[src/rtl/cv32e40p_wfi_ctrl.sv]
// WFI sequencing for the core controller: drains outstanding activity, parks the core in
// SLEEP until an enabled interrupt or debug request arrives, and counts the cycles slept.
module cv32e40p_wfi_ctrl #(
  parameter int unsigned SLEEP_CNT_WIDTH = 16
) (
  input  logic                       clk_ungated_i,
  input  logic                       rst_n,
  input  logic                       setback_i,
  input  logic                       wfi_req_i,
  input  logic                       debug_wfi_no_sleep_i,
  input  logic [31:0]                irq_pending_i,
  input  logic [31:0]                irq_enable_i,
  input  logic                       debug_req_i,
  input  logic                       if_busy_i,
  input  logic                       lsu_busy_i,
  input  logic                       apu_busy_i,
  output logic                       ctrl_busy_o,
  output logic                       wake_from_sleep_o,
  output logic                       wfi_done_o,
  output logic [SLEEP_CNT_WIDTH-1:0] sleep_cnt_o,
  output logic [1:0]                 state_o
);

  localparam int unsigned CW = SLEEP_CNT_WIDTH;
  localparam logic [CW-1:0] CNT_MAX = '1;

  typedef enum logic [1:0] {
    RUN   = 2'd0,
    DRAIN = 2'd1,
    SLEEP = 2'd2,
    WAKE  = 2'd3
  } state_e;

  state_e        state_q, state_d;
  logic [CW-1:0] cnt_q, cnt_d;
  logic          wake_cond;
  logic          idle;

  // Wake ignores mstatus.MIE: a pending enabled interrupt must resume the core either way.
  assign wake_cond = (|(irq_pending_i & irq_enable_i)) | debug_req_i;
  assign idle      = ~(if_busy_i | lsu_busy_i | apu_busy_i);

  always_ff @(posedge clk_ungated_i or negedge rst_n) begin
    if (!rst_n) begin
      state_q <= RUN;
      cnt_q   <= '0;
    end else begin
      state_q <= state_d;
      cnt_q   <= cnt_d;
    end
  end

  always_comb begin
    state_d           = state_q;
    cnt_d             = cnt_q;
    ctrl_busy_o       = 1'b1;
    wake_from_sleep_o = 1'b0;
    wfi_done_o        = 1'b0;

    unique case (state_q)
      RUN: begin
        if (wfi_req_i) begin
          if (debug_wfi_no_sleep_i || wake_cond) begin
            state_d = WAKE;
          end else begin
            state_d = DRAIN;
            cnt_d   = '0;
          end
        end
      end
      DRAIN: begin
        if (wake_cond) begin
          state_d = WAKE;
        end else if (idle) begin
          state_d = SLEEP;
        end
      end
      SLEEP: begin
        ctrl_busy_o       = 1'b0;
        wake_from_sleep_o = wake_cond;
        if (cnt_q != CNT_MAX) begin
          cnt_d = cnt_q + CW'(1);
        end
        if (wake_cond) begin
          state_d = WAKE;
        end
      end
      WAKE: begin
        wfi_done_o = 1'b1;
        state_d    = RUN;
      end
      default: state_d = RUN;
    endcase

    // Setback overrides every transition and counter update.
    if (setback_i) begin
      state_d = RUN;
      cnt_d   = '0;
    end
  end

  assign sleep_cnt_o = cnt_q;
  assign state_o     = 2'(state_q);

endmodule

[config.mk]
export PLATFORM = sky130hd
export DESIGN_NAME = cv32e40p_wfi_ctrl
export DESIGN_NICKNAME = d
export VERILOG_FILES = /design/src/rtl/cv32e40p_wfi_ctrl.sv
export SDC_FILE = /design/constraint.sdc
export NUM_CORES = 1
export LEC_CHECK = 0
export ABC_AREA = 0
export BUFFER_PORTS_ARGS = -buffer_cell sky130_fd_sc_hd__clkbuf_2
export CORE_UTILIZATION = 42
export DETAILED_ROUTE_END_ITERATION = 16
export PLACE_DENSITY_LB_ADDON = 0.08
export SYNTH_ARGS = -nofsm -noshare
export SYNTH_HDL_FRONTEND = slang
export SYNTH_SLANG_ARGS = --single-unit
[constraint.sdc]
create_clock -name clk_ungated_i -period 2.5 [get_ports clk_ungated_i]
set_input_delay 0.375 -clock clk_ungated_i [delete_from_list [all_inputs] [get_ports clk_ungated_i]]
set_output_delay 0.375 -clock clk_ungated_i [all_outputs]
set_load 0.005 [all_outputs]
* After elaboration in Yosys (flattened, before gate mapping)
Cells that the tools add are included.
** Storage, ports and cells
- Register bits after elaboration :: 18
- Input bits :: 73
- Output and inout bits :: 21
** Operators by class
- Add/sub/neg operators :: 1
- Equal/unequal tests :: 9
- Muxes and demuxes :: 15
- Bitwise operators :: 4
- Reduce and logical (&&, ||, !) cells :: 6
** Operators by type and width (number)
- $mux 16 :: 4
- $and 32x32->32 :: 1
- $pmux 16 s2 :: 1
- $reduce_or 32->1 :: 1
- $add 16x1->16 const B :: 1
- $ne 16x16->1 const B :: 1
- $mux 2 :: 6
- $ne 3x3->1 const B :: 4
- $pmux 2 s4 :: 1
- $eq 2x2->1 const B :: 2
- $ne 4x4->1 const B :: 1
- $reduce_and 4->1 :: 1
- $mux 1 :: 3
- $or 1x1->1 :: 3
- $reduce_and 3->1 :: 1
- $reduce_bool 3->1 :: 1
- $eq 2x1->1 const B :: 1
- $logic_not 2->1 :: 1
- $logic_or 1x1->1 :: 1

* Logic depth before layout (Yosys ltp)
- Word-level depth :: 8
- Mapped depth :: 10

* Worst setup path after synthesis
Ideal clock, no wire load.
- Kind :: reg2reg
- Start :: register state_q[0], in the netlist state_o[0]
- End :: register cnt_q[10], in the netlist sleep_cnt_o[10]
- Data arrival time :: 1996 ps
- Data required time :: 2370 ps
- Slack :: 374 ps
- Cell stages (with the launch flop) :: 10
- Period minus slack after synthesis :: 2126 ps
- Cells stage by stage :: dfrtp_1 > inv_1 > ha_1 > inv_2 > nor2_1 > a41oi_2 > and4_1 > buf_6 > o21ai_2 > o22ai_1
** On the way
- Cells in the longest elaborated chain, start to end :: 3
- Elaborated cells between the ends (all ways) :: 9
- Those cells by class :: eq/ne: 4; mux: 2; reduce/logical: 3
** Ends and longest elaborated chain
- from (decl) :: line 34 : state_e state_q, state_d;
- from (signal assigned) :: line 48 : state_q <= state_d;
- $eq 2x2->1 / $logic_not 2->1 (equally long branches) :: line 60 : unique case (state_q)
- $ne 3x3->1 (no line), or another cell as far along
- $reduce_and 4->1 (no line) / $mux 16 (equally long branches)
- to (signal assigned) :: line 49 : cnt_q <= cnt_d;
- to (decl) :: line 35 : logic [CW-1:0] cnt_q, cnt_d;
Parallel ways exist; a longest one is shown, timed or not.
A chain may end at the register's enable or synchronous reset.

* Worst setup path in the final report
- Start :: register cnt_q[0], in the netlist sleep_cnt_o[0]
- End :: register cnt_q[12], in the netlist sleep_cnt_o[12]
** On the way
- Cells in the longest elaborated chain, start to end :: 4
- Elaborated cells between the ends (all ways) :: 7
- Those cells by class :: add/sub: 1; eq/ne: 2; mux: 3; reduce/logical: 1
** Ends and longest elaborated chain
- $add 16x1->16 :: line 82 : cnt_d = cnt_q + CW'(1);
- $mux 16 :: line 81 : if (cnt_q != CNT_MAX) begin
- $pmux 16 s2 :: line 60
- $mux 16 :: line 96 : if (setback_i) begin
Parallel ways exist; a longest one is shown, timed or not. The select of a mux whose other input is x is not followed.

==> flow_metrics.env <==
export IMPL_grt_pass1_wl_um=6710
export IMPL_vias=1691
export IMPL_yosys_area_top_type="dfrtp_1"
export IMPL_final_max_slew_viol_count=0
export IMPL_yosys_cell_types_count=41
export IMPL_cts_num_sinks=18
export IMPL_ios=94
export IMPL_busiest_layer="met2"
export IMPL_ys_seq_area_share_pct=32.3
export IMPL_arrival_ps=2500
export IMPL_syn_area_mm2=0.00139
export IMPL_met3_usage_pct=5.02
export IMPL_slew_headroom_pct=52.2
export IMPL_fp_coreArea_mm2=0.00310
export IMPL_synth_edf_count=0
export IMPL_clk_pin_slew_worst_paths_ps=110
export IMPL_leakagePower_nw=0.997
export IMPL_area_delta_synth_final_pct=38.6
export IMPL_p_per_area_mw_per_mm2=519
export IMPL_synth_top_area_share_pct=32.3
export IMPL_crit_path_max_fanout=10
export IMPL_worstSkewPairLatency_ps=310
export IMPL_hp_class="in2async"
export IMPL_use_met2_pct=44.1
export IMPL_die_area_mm2=0.00355
export IMPL_drive_gt1_share_pct=42.0
export IMPL_finalClockSkew_ps=9.83
export IMPL_die_h_um=59.6
export IMPL_cts_inserted_buffers=3
export IMPL_fillers=312
export IMPL_synth_top_cells_by_area="dfrtp_1 (32%), a22o_1 (7.5%), a22oi_1 (4.8%)"
export IMPL_rsz0062_at_grt="no"
export IMPL_cp_required_ps=2690
export IMPL_hpwl_um=3160
export IMPL_root_buffer="clkbuf_4"
export IMPL_first_pass_iters=4
export IMPL_htree_levels=1
export IMPL_ys_flop_type="dfrtp_1"
export IMPL_nNetsFinal=336
export IMPL_min_period_over_period_pct=92.4
export IMPL_r2r_cells=7
export IMPL_worst_pin_slew_ps=710
export IMPL_grt_max_degree=19
export IMPL_clk_path_buf_depth=2
export IMPL_status="finished, violations left"
export IMPL_hold_viol_final=8
export IMPL_overflow=0
export IMPL_finalCriticalPeriod_ps=2310
export IMPL_drt_iter0_drc=56
export IMPL_postLayoutCoreUtil_pct=62.3
export IMPL_max_cap_violations=0
export IMPL_synth_nets=242
export IMPL_finalSetupViolCount=0
export IMPL_grt_pass1_vias=1631
export IMPL_cts_tree="done"
export IMPL_vias_per_cell=5.62
export IMPL_portBuffers=93
export IMPL_wire_per_inst_um=13.2
export IMPL_synth_most_common_cell="dfrtp_1"
export IMPL_ant_nets=0
export IMPL_routed_wl_um=3970
export IMPL_antenna_cells=0
export IMPL_crit_path_end_kind="register"
export IMPL_gp_congestion=0.842
export IMPL_fmax_mhz=433
export IMPL_layout_setup_ws_ps=191
export IMPL_syn_inst=164
export IMPL_yosys_top_cells_count="dfrtp_1 (18), nand2_1 (14), a22o_1 (12)"
export IMPL_antenna_found_initial=0
export IMPL_drc_errors=0
export IMPL_die_x_um=59.6
export IMPL_setup_tns_ps=0
export IMPL_start_util_pct=44.9
export IMPL_grt_usage_pct=24.5
export IMPL_post_cts_setup_buffer_count=0
export IMPL_ir_drop_mv=0.267
export IMPL_critical_path_class="reg2reg"
export IMPL_violations="negative hold slack"
export IMPL_whs_ps=-13.9
export IMPL_pre_cts_ws_ps=208
export IMPL_rows=20
export IMPL_syn_area_per_cell_um2=8.50
export IMPL_synth_async_reset_ratio_pct=100
export IMPL_start_kind="register"
export IMPL_grtUsageMet1_pct=28.5
export IMPL_yosys_warnings=0
export IMPL_synth_seq_cells=18
## cell usage in the layout, fill, tap and decap left out, types with 2 or more instances in the layout
| cell | count |
|---|---|
| inv_1 | 9 |
| dfrtp_1 | 18 |
| nor2_1 | 11 |
| ha_1 | 5 |
| o22ai_1 | 7 |
| nand2b_1 | 2 |
| clkbuf_2 | 93 |
| nand3_1 | 8 |
| nor3_1 | 6 |
| o21ai_1 | 7 |
| nand2_1 | 14 |
| a22oi_1 | 9 |
| nor4_4 | 2 |
| a221oi_1 | 3 |
| clkbuf_4 | 3 |
| a21oi_1 | 11 |
| nand4_1 | 2 |
| and3_1 | 5 |
| a22o_1 | 12 |
| a31oi_1 | 3 |
| o21ai_0 | 5 |
## power by group
group	switching [mW]	leakage, nW	internal, mW
registers	0.0251	0.249	0.311
logic	0.273	0.727	0.206
clock network	0.0978	0.0210	0.0890
total	0.396	0.997	0.606
## worst max-delay path, cell delays in order (launching register included)
cell and delay, ps:
dfrtp_1 440, ha_1 270, nand2_2 120, nor4_4 390, a41oi_2 230, and4_2 380, o21ai_2 260, o22ai_1 110
## final timing paths
check / endpoint / slack [ps] / from
setup / recovery: sleep_cnt_o[12] / 190 / sleep_cnt_o[0]
hold / removal: sleep_cnt_o[10] / -10 / rst_n
setup reg to reg: sleep_cnt_o[12] / 190 / sleep_cnt_o[0]
hold reg to reg: sleep_cnt_o[0] / 580 / sleep_cnt_o[0]
max in group asynchronous: sleep_cnt_o[4] / 2190 / rst_n
min in group clk_ungated_i: state_o[1] / 370 / setback_i
## state kept, by name, indices dropped and copies added, names as in the netlist
signal       flops
sleep_cnt_o     16
state_o          2
## area by class of cell
cell class / instances / area (um2) / area share [%]
multi-input combinational: 131 / 880 / 45.5
inverter: 10 / 37.5 / 1.94
sequential: 18 / 450 / 23.3
timing repair buffer: 94 / 473 / 24.5
tap: 44 / 55.1 / 2.85
clock buffer: 4 / 36.3 / 1.88
## through the flow
| step | cells | power, mW | area (um2) |
|---|---|---|---|
| CTS | 301 | 1.00 | 1930 |
| floorplan | 164 | 0.652 | 1390 |
| finish | 301 | 1.00 | 1930 |
| global route | 301 | 1.08 | 1930 |
| detailed placement | 297 | 0.820 | 1890 |
| global placement | 297 | 0.816 | 1890 |
## per-layer routing
layer	share of wire [%]	vias up	routed length (um)
met5	0	-	0
li1	-	827	-
met2	50	83	1990
met1	42	777	1650
met4	0.73	0	29
met3	7.5	4	296
## repair_timing
action / 4_1_cts / 5_1_grt
gates resized for setup: 0 / 1
hold buffers: 0 / 0
endpoints found under the setup margin: 0 / 5
## cells by family after synthesis
logic type / share of synthesized area, %
AOI/OAI and AO/OA: 33.7
adders and majority gates: 4.49
buffers and inverters: 4.67
DFF: 32.3
muxes: 0.718
and+or+nand+nor: 24.1
Note: power is estimated with default switching activity, not from simulation.
